**config.mk**
```make
export PLATFORM = sky130hd
export DESIGN_NAME = phase_detector
export DESIGN_NICKNAME = d
export VERILOG_FILES = /design/src/rtl/phase_detector.sv
export SDC_FILE = /design/constraint.sdc
export NUM_CORES = 1
export LEC_CHECK = 0
export ABC_AREA = 1
export CORE_UTILIZATION = 45
export CTS_CLUSTER_DIAMETER = 100
export CTS_CLUSTER_SIZE = 10
export DETAILED_ROUTE_END_ITERATION = 7
export PLACE_DENSITY_LB_ADDON = 0.3
export SYNTH_ARGS = -nofsm -noshare
export SYNTH_HDL_FRONTEND = slang
export SYNTH_SLANG_ARGS = --single-unit
```
**constraint.sdc**
```tcl
create_clock -name Clock -period 3.9 [get_ports Clock]
set_input_delay 0.585 -clock Clock [delete_from_list [all_inputs] [get_ports Clock]]
set_output_delay 0.585 -clock Clock [all_outputs]
set_load 0.05 [all_outputs]
```
**src/rtl/phase_detector.sv**
```systemverilog
// DPLL front end: measures the reference period and the feedback edge's phase offset
// once per reference period. Define FIN_AVG_EN to average f_in over the last 4 periods.
module phase_detector #(
    parameter int N_BIT       = 16,
    parameter int SYNC_STAGES = 2,
    parameter int MAX_COUNT   = 2**N_BIT - 1
) (
    input  logic             Clock,
    input  logic             Reset,
    input  logic             f_ref,
    input  logic             f_fb,
    output logic [N_BIT-1:0] diff_1,
    output logic [N_BIT-1:0] diff_2,
    output logic [N_BIT-1:0] f_in,
    output logic             first_second,
    output logic             timeout,
    output logic             ready
);
    localparam logic [N_BIT-1:0] MAX_C = N_BIT'(MAX_COUNT);
    localparam logic [N_BIT-1:0] ONE   = N_BIT'(1);

    typedef enum logic [1:0] {S_SYNC, S_REF, S_FB} state_t;

    // Channel 0 is the reference, channel 1 the feedback clock
    logic [1:0] w_pin;
    logic       w_ref_e;
    logic       w_fb_e;
    assign w_pin = {f_fb, f_ref};

    generate
        for (genvar gi = 0; gi < 2; gi++) begin : g_sync
            logic [SYNC_STAGES-1:0] r_sync;
            logic                   r_prev;
            logic                   r_edge;
            always_ff @(posedge Clock) begin
                if (Reset) begin
                    r_sync <= '0;
                    r_prev <= 1'b0;
                    r_edge <= 1'b0;
                end else begin
                    r_sync <= {r_sync[SYNC_STAGES-2:0], w_pin[gi]};
                    r_prev <= r_sync[SYNC_STAGES-1];
                    r_edge <= r_sync[SYNC_STAGES-1] & ~r_prev;
                end
            end
        end
    endgenerate

    assign w_ref_e = g_sync[0].r_edge;
    assign w_fb_e  = g_sync[1].r_edge;

    state_t           r_state, w_state_next;
    logic [N_BIT-1:0] r_cnt, w_cnt_next;
    logic [N_BIT-1:0] r_d1, w_d1_next;
    logic             w_pub, w_pub_to, w_pub_ok;
    logic [N_BIT-1:0] w_p_d1, w_p_d2, w_p_fin, w_fin_pub;
    logic             w_p_fs;

    always_ff @(posedge Clock) begin
        if (Reset) begin
            r_state <= S_SYNC;
            r_cnt   <= '0;
            r_d1    <= '0;
        end else begin
            r_state <= w_state_next;
            r_cnt   <= w_cnt_next;
            r_d1    <= w_d1_next;
        end
    end

    always_comb begin
        w_state_next = r_state;
        w_cnt_next   = (r_cnt == MAX_C) ? r_cnt : r_cnt + ONE;
        w_d1_next    = r_d1;
        w_pub        = 1'b0;
        w_pub_to     = 1'b0;
        w_p_d1       = '0;
        w_p_d2       = '0;
        w_p_fin      = '0;
        w_p_fs       = 1'b0;
        case (r_state)
            S_SYNC: begin
                if (w_ref_e) begin
                    w_cnt_next   = '0;
                    w_state_next = S_REF;
                end
            end
            S_REF, S_FB: begin
                if (w_ref_e) begin
                    w_cnt_next   = '0;
                    w_pub        = 1'b1;
                    w_p_fin      = r_cnt;
                    w_state_next = S_REF;
                    if (r_state == S_FB) begin
                        w_p_d1 = r_d1;
                        w_p_d2 = r_cnt - r_d1;
                        w_p_fs = (r_d1 > w_p_d2);
                    end else begin
                        w_p_d1 = r_cnt;
                        w_p_d2 = '0;
                        w_p_fs = 1'b1;
                    end
                end else if (r_cnt == MAX_C) begin
                    w_pub_to     = 1'b1;
                    w_state_next = S_SYNC;
                end else if (w_fb_e && (r_state == S_REF)) begin
                    // cnt trails the strobe offset by one; d1 is the true offset
                    w_d1_next    = r_cnt + ONE;
                    w_state_next = S_FB;
                end
            end
            default: w_state_next = S_SYNC;
        endcase
        // A feedback edge coinciding with the reference edge opens the new period at offset 0
        if (w_ref_e && w_fb_e) begin
            w_d1_next    = '0;
            w_state_next = S_FB;
        end
    end

`ifdef FIN_AVG_EN
    logic [N_BIT-1:0] r_hist [3];
    logic [1:0]       r_nhist;
    logic [N_BIT+1:0] w_sum;

    assign w_sum = (N_BIT+2)'(r_hist[0]) + (N_BIT+2)'(r_hist[1])
                 + (N_BIT+2)'(r_hist[2]) + (N_BIT+2)'(w_p_fin);
    assign w_fin_pub = w_sum[N_BIT+1:2];
    assign w_pub_ok  = w_pub && (r_nhist == 2'd3);

    always_ff @(posedge Clock) begin
        if (Reset || w_pub_to) begin
            r_nhist <= '0;
        end else if (w_pub) begin
            r_hist[0] <= w_p_fin;
            r_hist[1] <= r_hist[0];
            r_hist[2] <= r_hist[1];
            if (r_nhist != 2'd3) r_nhist <= r_nhist + 2'd1;
        end
    end
`else
    assign w_fin_pub = w_p_fin;
    assign w_pub_ok  = w_pub;
`endif

    logic [N_BIT-1:0] r_diff_1, r_diff_2, r_f_in;
    logic             r_first_second, r_timeout, r_ready;

    always_ff @(posedge Clock) begin
        if (Reset) begin
            r_diff_1       <= '0;
            r_diff_2       <= '0;
            r_f_in         <= '0;
            r_first_second <= 1'b0;
            r_timeout      <= 1'b0;
            r_ready        <= 1'b0;
        end else begin
            r_ready <= 1'b0;
            if (w_pub_to) begin
                r_diff_1       <= '0;
                r_diff_2       <= '0;
                r_f_in         <= MAX_C;
                r_first_second <= 1'b0;
                r_timeout      <= 1'b1;
                r_ready        <= 1'b1;
            end else if (w_pub_ok) begin
                r_diff_1       <= w_p_d1;
                r_diff_2       <= w_p_d2;
                r_f_in         <= w_fin_pub;
                r_first_second <= w_p_fs;
                r_timeout      <= 1'b0;
                r_ready        <= 1'b1;
            end
        end
    end

    assign diff_1       = r_diff_1;
    assign diff_2       = r_diff_2;
    assign f_in         = r_f_in;
    assign first_second = r_first_second;
    assign timeout      = r_timeout;
    assign ready        = r_ready;

endmodule

```
Word-level counts from Yosys, hierarchy flattened:

Cells that the tools add are included.

* flip-flop bits (word level): 93
* bits of input ports: 4
* word-level logic and storage cells: 74

* $add $sub $neg: 2
* order comparisons: 1
* equality and inequality tests: 7
* muxes and demuxes: 31
* bitwise logic cells: 6
* reduce and logical (&&, ||, !) cells: 11

Operators with widths (count)
* 16-bit 2-to-1 mux: 13
* 16-bit by 1-bit adder with 16-bit output (second input constant): 1
* 16-bit == test (second input constant): 1
* 16-bit greater-than comparator: 1
* 16-bit subtractor: 1
* 1-bit 2-to-1 mux: 12
* 2-bit 2-to-1 mux: 5
* 2-bit OR reduction: 3
* 5-bit inequality test (second input constant): 1
* 4-bit inequality test (second input constant): 1
* 1-bit inverter: 4
* 2-bit one-hot mux with 2 select lines: 1
* 2-bit AND reduction: 2
* 4-bit AND reduction: 1
* 3-bit inequality test (second input constant): 1
* 3-bit OR reduction: 1
* 1-bit bitwise AND: 2
* 2-bit by 1-bit == test with 1-bit output (second input constant): 1
* 2-bit == test (second input constant): 1
* 1-bit logical AND: 2
* 2-bit zero test: 1
* 2-bit inequality test (second input constant): 1
* 2-bit nonzero test: 1

Depth between registers and ports, before layout:

Gate-level depths: netlist (run 1).

* depth in word-level cells: 7
* gate-level depth with buffers: 21
* depth with buffers taken out: 21

Worst setup path after synthesis (run 1):

Ideal clock, no wire load.

* kind: register -> register
* start: register r_cnt[0]
* end: register r_first_second, in the netlist first_second
* library setup time: 70 ps
* data arrival time: 2479 ps
* data required time: 3830 ps
* path slack: 1351 ps
* stages on the path, launching flop included: 22
* cells stage by stage: dfxtp_1 -> inv_1 -> ha_1 -> inv_1 -> fa_1 -> nand2_1 -> nand2_1 -> nand3b_1 -> nand2_1 -> nand2_1 -> nand2_1 -> nand2_1 -> nand2_1 -> ha_1 -> nand2_1 -> nor2_1 -> nand2_1 -> nor3_1 -> nand2_1 -> nand3_1 -> nand2_1 -> a21oi_1

* longest elaborated chain between the ends: 5

RTL lines
* from (decl): RTL line 53 `logic [N_BIT-1:0] r_cnt, w_cnt_next;`
* from (signal assigned): RTL line 66 `r_cnt <= w_cnt_next;`
* 16-bit subtractor or 16-bit == test (tied branches): RTL line 96, 103
* 16-bit greater-than comparator or 1-bit 2-to-1 mux (tied branches): RTL line 97, 103
* 1-bit 2-to-1 mux (on tied branches): RTL line 94, 89
* 1-bit 2-to-1 mux (on tied branches): RTL line 89, 81
* 1-bit 2-to-1 mux or 2-bit OR reduction (tied branches)
* to (signal assigned): RTL line 170 `r_first_second <= w_p_fs;`
* to (decl): RTL line 147 `logic r_first_second, r_timeout, r_ready;`

Several ways; a longest one is shown, not always the timed one.
A chain may end at the register's enable or synchronous reset.

Final worst setup path (run 1):

Same ends and word-level chain as after synthesis.

==> results of run 1 <==
[layer usage]
layer | track usage | vias to the layer above | wire [um]
li1 | - | 2367 | -
met1 | 0.305 | 2096 | 6080
met2 | 0.390 | 100 | 6150
met3 | 0.0416 | 21 | 472
met4 | 0.0975 | 0 | 270
met5 | 0 | - | 0
[state kept, by name, summed over array words and instances, names as in the netlist, 2 cells and up]
| name | flops |
|---|---|
| diff_1 | 16 |
| diff_2 | 16 |
| f_in | 16 |
| r_cnt | 16 |
| r_d1 | 16 |
| g_sync.r_sync | 4 |
| g_sync.r_edge | 2 |
| g_sync.r_prev | 2 |
| r_state | 2 |
[cells in the final DEF, fill, tap and decap left out, drive strengths merged]
master         synthesis  final
inv                   90     90
buf                   15      6
clkdlybuf4s50          0     54
nor4                   1      1
clkinv                 1      3
xnor2                  8      8
clkinvlp               0      1
nand3                 23     23
o211ai                 1      1
a31oi                 16     16
fa                     1      1
o21ai                 28     28
ha                    36     36
clkbuf                 8     11
nand3b                 3      3
nand4                  8      8
a22oi                 16     16
nor2                  82     82
nand2                199    199
dfxtp                 93     93
nor3                  10     10
or2                    3      3
a21oi                 52     52
xor2                  13     13
[logic make-up after synthesis]
logic type,count (synthesis)
AO/OA/AOI/OAI,113
buffers and inverters,114
adder cells (fa/ha/maj),37
flip-flops,93
XOR/XNOR,21
AND/OR/NAND/NOR,329
[worst paths after layout]
check,start,end,slack (ns),depth (start not counted)
max,r_cnt[0],first_second,0.94,19
min,g_sync[0].r_prev,g_sync[0].r_edge,0.39,1
max reg2reg,r_cnt[0],first_second,0.94,19
min reg2reg,g_sync[0].r_prev,g_sync[0].r_edge,0.39,1
[stage by stage]
| step | power, mW | instances | area, um2 | utilization | hold slack, ns |
|---|---|---|---|---|---|
| after floorplan | 1.12 | 707 | 5100 | - | 0.373 |
| after global placement | 1.15 | 884 | 5730 | 0.524 | 0.378 |
| after detailed placement | 1.16 | 884 | 5730 | 0.524 | 0.384 |
| after CTS | 1.96 | 898 | 5990 | 0.548 | 0.390 |
| after global routing | 2.02 | 898 | 5990 | 0.548 | 0.406 |
| final | 1.94 | 898 | 5990 | 0.548 | 0.386 |
[critical path, cell delays in order, from the launching register on]
cell and delay [ns]:
sky130_fd_sc_hd__dfxtp_1 0.42, sky130_fd_sc_hd__inv_1 0.11, sky130_fd_sc_hd__ha_1 0.20, sky130_fd_sc_hd__inv_1 0.09, sky130_fd_sc_hd__fa_1 0.21, sky130_fd_sc_hd__nand2_1 0.08
sky130_fd_sc_hd__a21oi_1 0.31, sky130_fd_sc_hd__nand2_1 0.08, sky130_fd_sc_hd__nand2_1 0.08, sky130_fd_sc_hd__xor2_1 0.18, sky130_fd_sc_hd__inv_1 0.06, sky130_fd_sc_hd__ha_1 0.27
sky130_fd_sc_hd__nand2_1 0.04, sky130_fd_sc_hd__nor2_1 0.15, sky130_fd_sc_hd__nand2_1 0.08, sky130_fd_sc_hd__nor3_1 0.20, sky130_fd_sc_hd__nand2_1 0.08, sky130_fd_sc_hd__nand3_1 0.09
sky130_fd_sc_hd__nand2_1 0.05, sky130_fd_sc_hd__a21oi_1 0.10
[power by group]
| group | internal [mW] | total, mW | switching [mW] |
|---|---|---|---|
| combinational | 0.0586 | 0.172 | 0.113 |
| clock | 0.428 | 0.804 | 0.376 |
| sequential | 0.958 | 0.968 | 0.00972 |
[area by class of cell]
type / count / area (um2) / area share
Clock buffer: 11 / 233 / 0.0389
Clock inverter: 3 / 25.0 / 0.00418
Inverter: 91 / 342 / 0.0570
Multi-Input combinational cell: 500 / 2770 / 0.462
Sequential cell: 93 / 1860 / 0.311
Tap cell: 140 / 175 / 0.0293
Timing Repair Buffer: 60 / 586 / 0.0978
==> parameters.txt, run 1 <==
Parameter                              Value

Drt
  Average wire per cell in the routed design    14.4 um
  Detail-routed via count per cell    5.10
  Total length of routed wires    around 13000 um
  Number of search-and-repair iterations in the first detailed-routing pass    5
  Vias    4584
  Remaining routing DRC violations    0
  Remaining antenna violation count    0
  Initial detailed-routing violation count    201

Logic synthesis
  Most used standard cells in the synthesized netlist    195 x sky130_fd_sc_hd__nand2_1, 93 x sky130_fd_sc_hd__dfxtp_1, 87 x sky130_fd_sc_hd__inv_1
  Top cell type by total area after synthesis    sky130_fd_sc_hd__dfxtp_1
  Synth top area cells    sky130_fd_sc_hd__dfxtp_1 36%, sky130_fd_sc_hd__nand2_1 14%, sky130_fd_sc_hd__ha_1 8.8%, sky130_fd_sc_hd__inv_1 6.4%, sky130_fd_sc_hd__nor2_1 5.5%
  Sequential cell area fraction in the yosys report    0.365
  Cell with the most instances after synthesis    sky130_fd_sc_hd__nand2_1
  Post-Synth XOR/XNOR Area    0.0360
  Most used DFF post-synth    sky130_fd_sc_hd__dfxtp_1
  Netlist cell types    38
  Synth Warn #    0
  Number of synthesized register bits    93
  Post-synth top area share    0.365
  Share of the synthesized area in compound gates (AO/OA/AOI/OAI)    0.139
  Synthesized-area fraction occupied by adder cells    0.0922
  Mapped Avg Cell Area    7.22 um2
  Post-Syn Area    5100 um2
  Mapped Nets    748
  Fraction of registers with async set or reset after synthesis    0
  Instance count of the mapped netlist    707
  Dominant combinational cell family by area after synthesis    simple AND/OR/NAND/NOR gates
  Proportion of synthesized area in mux cells    0
  Post-Synth Simple-Gate Area    0.275
  EDFF count, synth    0

CTS
  Clk sink count    93
  Post-CTS setup buffer count    0
  Clock root buffer    sky130_fd_sc_hd__clkbuf_16
  TritonCTS clock tree    built
  Resize count post-CTS    0
  Post-CTS Hold Buffers    0
  Cts bufs inserted    9
  Clock slew at reported path FFs    0.06 ns
  Clock network latency to the later pin of the worst-skew pair    0.35 ns
  Number of buffers between clock root and the deepest sink    2
  CTS H-tree depth    3

Final layout
  # diodes    0
  Synth-to-Final Area Change    17.3%
  Share of post-route cells with drive strength above 1    0.0739
  Filler cell count    approximately 1.1k
  Number of nets in the finished design    roughly 800

Status
  Run status    finished, final reports clean

STA
  Post-route minimum period    between 2 and 3 ns
  Final Max Slew Viols    0
  Setup_tns    0 ns
  Ratio of final minimum period to clock period    0.759
  Final setup violating endpoints    0
  Actual transition at the worst max-transition pin    0.597 ns
  Relative slew slack    0.600
  Setup clock skew after layout    between 0.006 and 0.007 ns
  Max Clk Rate    0.338 GHz
  Count of final hold-check violations    0
  Post-route setup slack    0.941 ns
  Setup repair after global routing missed its margin    false

Global routing
  Initial antenna violation count    0
  Total global routing overflow    0
  Overall global routing resource usage    0.237
  Vias in the first global route    between 4k and 5k
  Wire length of the first global-routing pass    about 21000 um
  Maximum number of pins on one net before global-route repair    38

Worst setup path
  Kind of end point of the critical path    flip-flop
  Required time reported for the critical path endpoint    between 4 and 5 ns
  Type of the worst setup path    flip-flop to flip-flop
  Crit path arrival time    about 3.2 ns
  Critical path peak fanout    6
  Kind of launch point of the worst setup path    flip-flop

Power
  Leak    2.63 nW
  Areal power density over the cells    between 300 and 400 nW/um2
  Maximum VDD drop    roughly 0.23 mV

Die
  Die span in x    109 um
  Number of primary I/O pins    55
  Die ar.    11800 um2
  Starting utilization of the core area    0.467
  Std-Cell Rows    38
  Die outline height    109 um
  Standard cell core area    approximately 11000 um2

Placed design
  Final weighted congestion in routability-driven placement    0.898
  Port bufs    54
  Half-perimeter wire length after placement    9860 um
  Post-Place Setup Slack    0.940 ns

Worst hold path
  Worst hold path class    flip-flop to flip-flop

Job
  Max-cap violations    0
Note: power is estimated with default switching activity, not from simulation.
==> inputs of run 2 (changes only) <==
==> constraint.sdc (replaced) <==
create_clock -name Clock -period 2.9 [get_ports Clock]
set_input_delay 0.435 -clock Clock [delete_from_list [all_inputs] [get_ports Clock]]
set_output_delay 0.435 -clock Clock [all_outputs]
set_load 0.05 [all_outputs]
==> run 2 against run 1 <==
Against the previous run: largest cell class unchanged; core utilization increased by 3.1 points; sequential share of layout area decreased by 1.5 points; worst setup slack got worse by 0.84 ns; via count increased by 4.7%; fmax increased by 5.7%.
==> parameters.txt, run 2 (synthesis gave the netlist of run 1 again) <==
Parameter                              Value

Global routing
  Total global routing overflow    0 (unchanged)
  Maximum number of pins on one net before global-route repair    31 (was 38)
  Overall global routing resource usage    0.246 (was 0.237)
  Initial antenna violation count    0 (unchanged)
  Wire length of the first global-routing pass    22100 um (was 21100 um)
  Vias in the first global route    4597 (was 4340)

CTS
  Number of buffers between clock root and the deepest sink    2 (unchanged)
  TritonCTS clock tree    built (unchanged)
  Clock network latency to the later pin of the worst-skew pair    0.36 ns (was 0.35 ns)
  CTS H-tree depth    3 (unchanged)
  Clk sink count    93 (unchanged)
  Cts bufs inserted    9 (unchanged)
  Clock slew at reported path FFs    0.07 ns (was 0.06 ns)
  Clock root buffer    sky130_fd_sc_hd__clkbuf_16 (unchanged)

STA
  Actual transition at the worst max-transition pin    0.540 ns (was 0.597 ns)
  Final setup violating endpoints    0 (unchanged)
  Relative slew slack    0.639 (was 0.600)
  Final Max Slew Viols    0 (unchanged)
  Ratio of final minimum period to clock period    0.965 (was 0.759)
  Post-route minimum period    2.80 ns (was 2.96 ns)
  Max Clk Rate    0.357 GHz (was 0.338 GHz)
  Setup_tns    0 ns (unchanged)
  Setup clock skew after layout    0.00670 ns (was 0.00642 ns)
  Count of final hold-check violations    0 (unchanged)

Worst setup path
  Type of the worst setup path    flip-flop to flip-flop (unchanged)
  Required time reported for the critical path endpoint    3.19 ns (was 4.18 ns)
  Crit path arrival time    3.09 ns (was 3.24 ns)
  End of the worst register-to-register path    first_second (unchanged)
  Kind of launch point of the worst setup path    flip-flop (unchanged)
  RR Startpoint    r_cnt[0] (unchanged)
  Worst r2r path cells    21 (was 19)
  Kind of end point of the critical path    flip-flop (unchanged)
  Critical path peak fanout    4 (was 6)
  Worst R2R Setup Slack    0.10 ns (was 0.94 ns)

Worst hold path
  Worst hold start    g_sync[1].r_prev (was g_sync[0].r_prev)
  Hold path cells    1 (unchanged)
  Worst hold path class    flip-flop to flip-flop (unchanged)
  Endpoint with the worst hold slack    g_sync[1].r_edge (was g_sync[0].r_edge)

Drt
  Remaining routing DRC violations    0 (unchanged)
  Average wire per cell in the routed design    15.0 um (was 14.4 um)
  Initial detailed-routing violation count    207 (was 201)
  Number of search-and-repair iterations in the first detailed-routing pass    5 (unchanged)
  Detail-routed via count per cell    5.23 (was 5.10)
  Total length of routed wires    13800 um (was 13000 um)
  Remaining antenna violation count    0 (unchanged)
  Vias    4798 (was 4584)

Power
  Combinational fraction of design power    0.113 (was 0.088)
  Psw    0.742 mW (was 0.499 mW)
  Areal power density over the cells    433 nW/um2 (was 325 nW/um2)
  Int Power    2.00 mW (was 1.44 mW)
  Switching Share    0.271 (was 0.257)
  Fraction of power consumed by sequential logic    0.475 (was 0.498)
  Leak    2.74 nW (was 2.63 nW)
  Maximum VDD drop    0.299 mV (was 0.230 mV)
  Clock power frac    0.412 (was 0.414)

Final layout
  Commonest cells after routing, fill and taps aside    183 x sky130_fd_sc_hd__nand2_1, 86 x sky130_fd_sc_hd__dfxtp_1, 85 x sky130_fd_sc_hd__inv_1 (was 194 x sky130_fd_sc_hd__nand2_1, 93 x sky130_fd_sc_hd__dfxtp_1, 87 x sky130_fd_sc_hd__inv_1)
  Synth-to-Final Area Change    24.0% (was 17.3%)
  Post-route core utilization    0.579 (was 0.548)
  # diodes    0 (unchanged)
  Number of nets in the finished design    813 (was 796)
  Share of post-route cells with drive strength above 1    0.148 (was 0.0739)
  Most common cell after layout, fill and taps aside    sky130_fd_sc_hd__nand2_1 (unchanged)

Die
  Die outline height    109 um (unchanged)
  Std-Cell Rows    38 (unchanged)
  Die span in x    109 um (unchanged)
  Standard cell core area    10900 um2 (unchanged)
  Die ar.    11800 um2 (unchanged)
  Number of primary I/O pins    55 (unchanged)
  Starting utilization of the core area    0.467 (unchanged)

Placed design
  Final weighted congestion in routability-driven placement    0.905 (was 0.898)
  Port bufs    54 (unchanged)
  Half-perimeter wire length after placement    10300 um (was 9860 um)

Job
  Max-cap violations    0 (unchanged)

Status
  Run status    finished, final reports clean (unchanged)
run 2: power by group through the flow:
| stage | clock network, mW | registers (mW) | logic (mW) |
|---|---|---|---|
| after floorplan | 0 | 1.33 | 0.175 |
| after global placement | 0 | 1.33 | 0.231 |
| after detailed placement | 0 | 1.33 | 0.238 |
| after CTS | 1.14 | 1.30 | 0.246 |
| after global routing | 1.20 | 1.30 | 0.346 |
| final | 1.13 | 1.30 | 0.310 |
run 2: timing repair:
action | CTS | global route
setup endpoints to repair | 1 | 1
setup buffers | 0 | 7
gates resized for setup | 2 | 43
pin swaps | 0 | 16
hold buffers | 0 | 0
run 2: layer usage:
layer	up-vias	track usage	part of all wire
li1	2401	-	-
met1	2243	0.297	0.43
met2	131	0.433	0.50
met4	0	0.0927	0.022
met5	-	0	0
met3	23	0.0434	0.051
run 2: area by class of cell:
| class | instances | area, um2 |
|---|---|---|
| multi-input cells | 500 | 2950 |
| inverters | 91 | 342 |
| well taps | 140 | 175 |
| fillers | 1046 | 4610 |
| clock inverters | 6 | 46.3 |
| flip-flops and latches | 93 | 1870 |
| repair buffers | 77 | 713 |
| clock buffers | 10 | 229 |
run 2: stage by stage:
step / setup WS (ns) / hold slack [ns] / total power, mW / cells / cell area [um2]
6_report: 0.100 / 0.393 / 2.74 / 917 / 6330
5_1_grt: -0.0447 / 0.422 / 2.84 / 917 / 6330
4_1_cts: 0.0624 / 0.392 / 2.69 / 910 / 6090
3_5_place_dp: -0.0435 / 0.383 / 1.57 / 894 / 5810
3_3_place_gp: 0.137 / 0.378 / 1.56 / 894 / 5810
2_1_floorplan: 0.351 / 0.373 / 1.50 / 707 / 5100
run 2: how the worst max path moves through the flow:
stage,start,endpoint,slack (ns),cells past startpoint
after floorplan,r_cnt[0],first_second,0.35,21
after CTS,r_cnt[0],first_second,0.06,21
after global placement,r_cnt[0],first_second,0.14,19
after detailed placement,r_cnt[0],first_second,-0.04,19
after global routing,r_cnt[0],first_second,-0.04,21
final,r_cnt[0],first_second,0.10,21
run 2: critical path: stages (launching register included):
cell and delay (ns):
sky130_fd_sc_hd__dfxtp_2 0.33, sky130_fd_sc_hd__inv_2 0.08, sky130_fd_sc_hd__ha_4 0.13, sky130_fd_sc_hd__inv_2 0.04
sky130_fd_sc_hd__fa_2 0.37, sky130_fd_sc_hd__nand2_2 0.11, sky130_fd_sc_hd__nand2_1 0.06, sky130_fd_sc_hd__nand3b_1 0.12
sky130_fd_sc_hd__nand2_2 0.10, sky130_fd_sc_hd__nand2_2 0.09, sky130_fd_sc_hd__nand2_1 0.05, sky130_fd_sc_hd__nand2_1 0.08
sky130_fd_sc_hd__nand2_1 0.08, sky130_fd_sc_hd__ha_1 0.29, sky130_fd_sc_hd__nand2_2 0.07, sky130_fd_sc_hd__nor2_4 0.11
sky130_fd_sc_hd__nand2_2 0.07, sky130_fd_sc_hd__nor3_4 0.18, sky130_fd_sc_hd__nand2_1 0.07, sky130_fd_sc_hd__nand3_1 0.09
sky130_fd_sc_hd__nand2_1 0.07, sky130_fd_sc_hd__a21oi_2 0.14
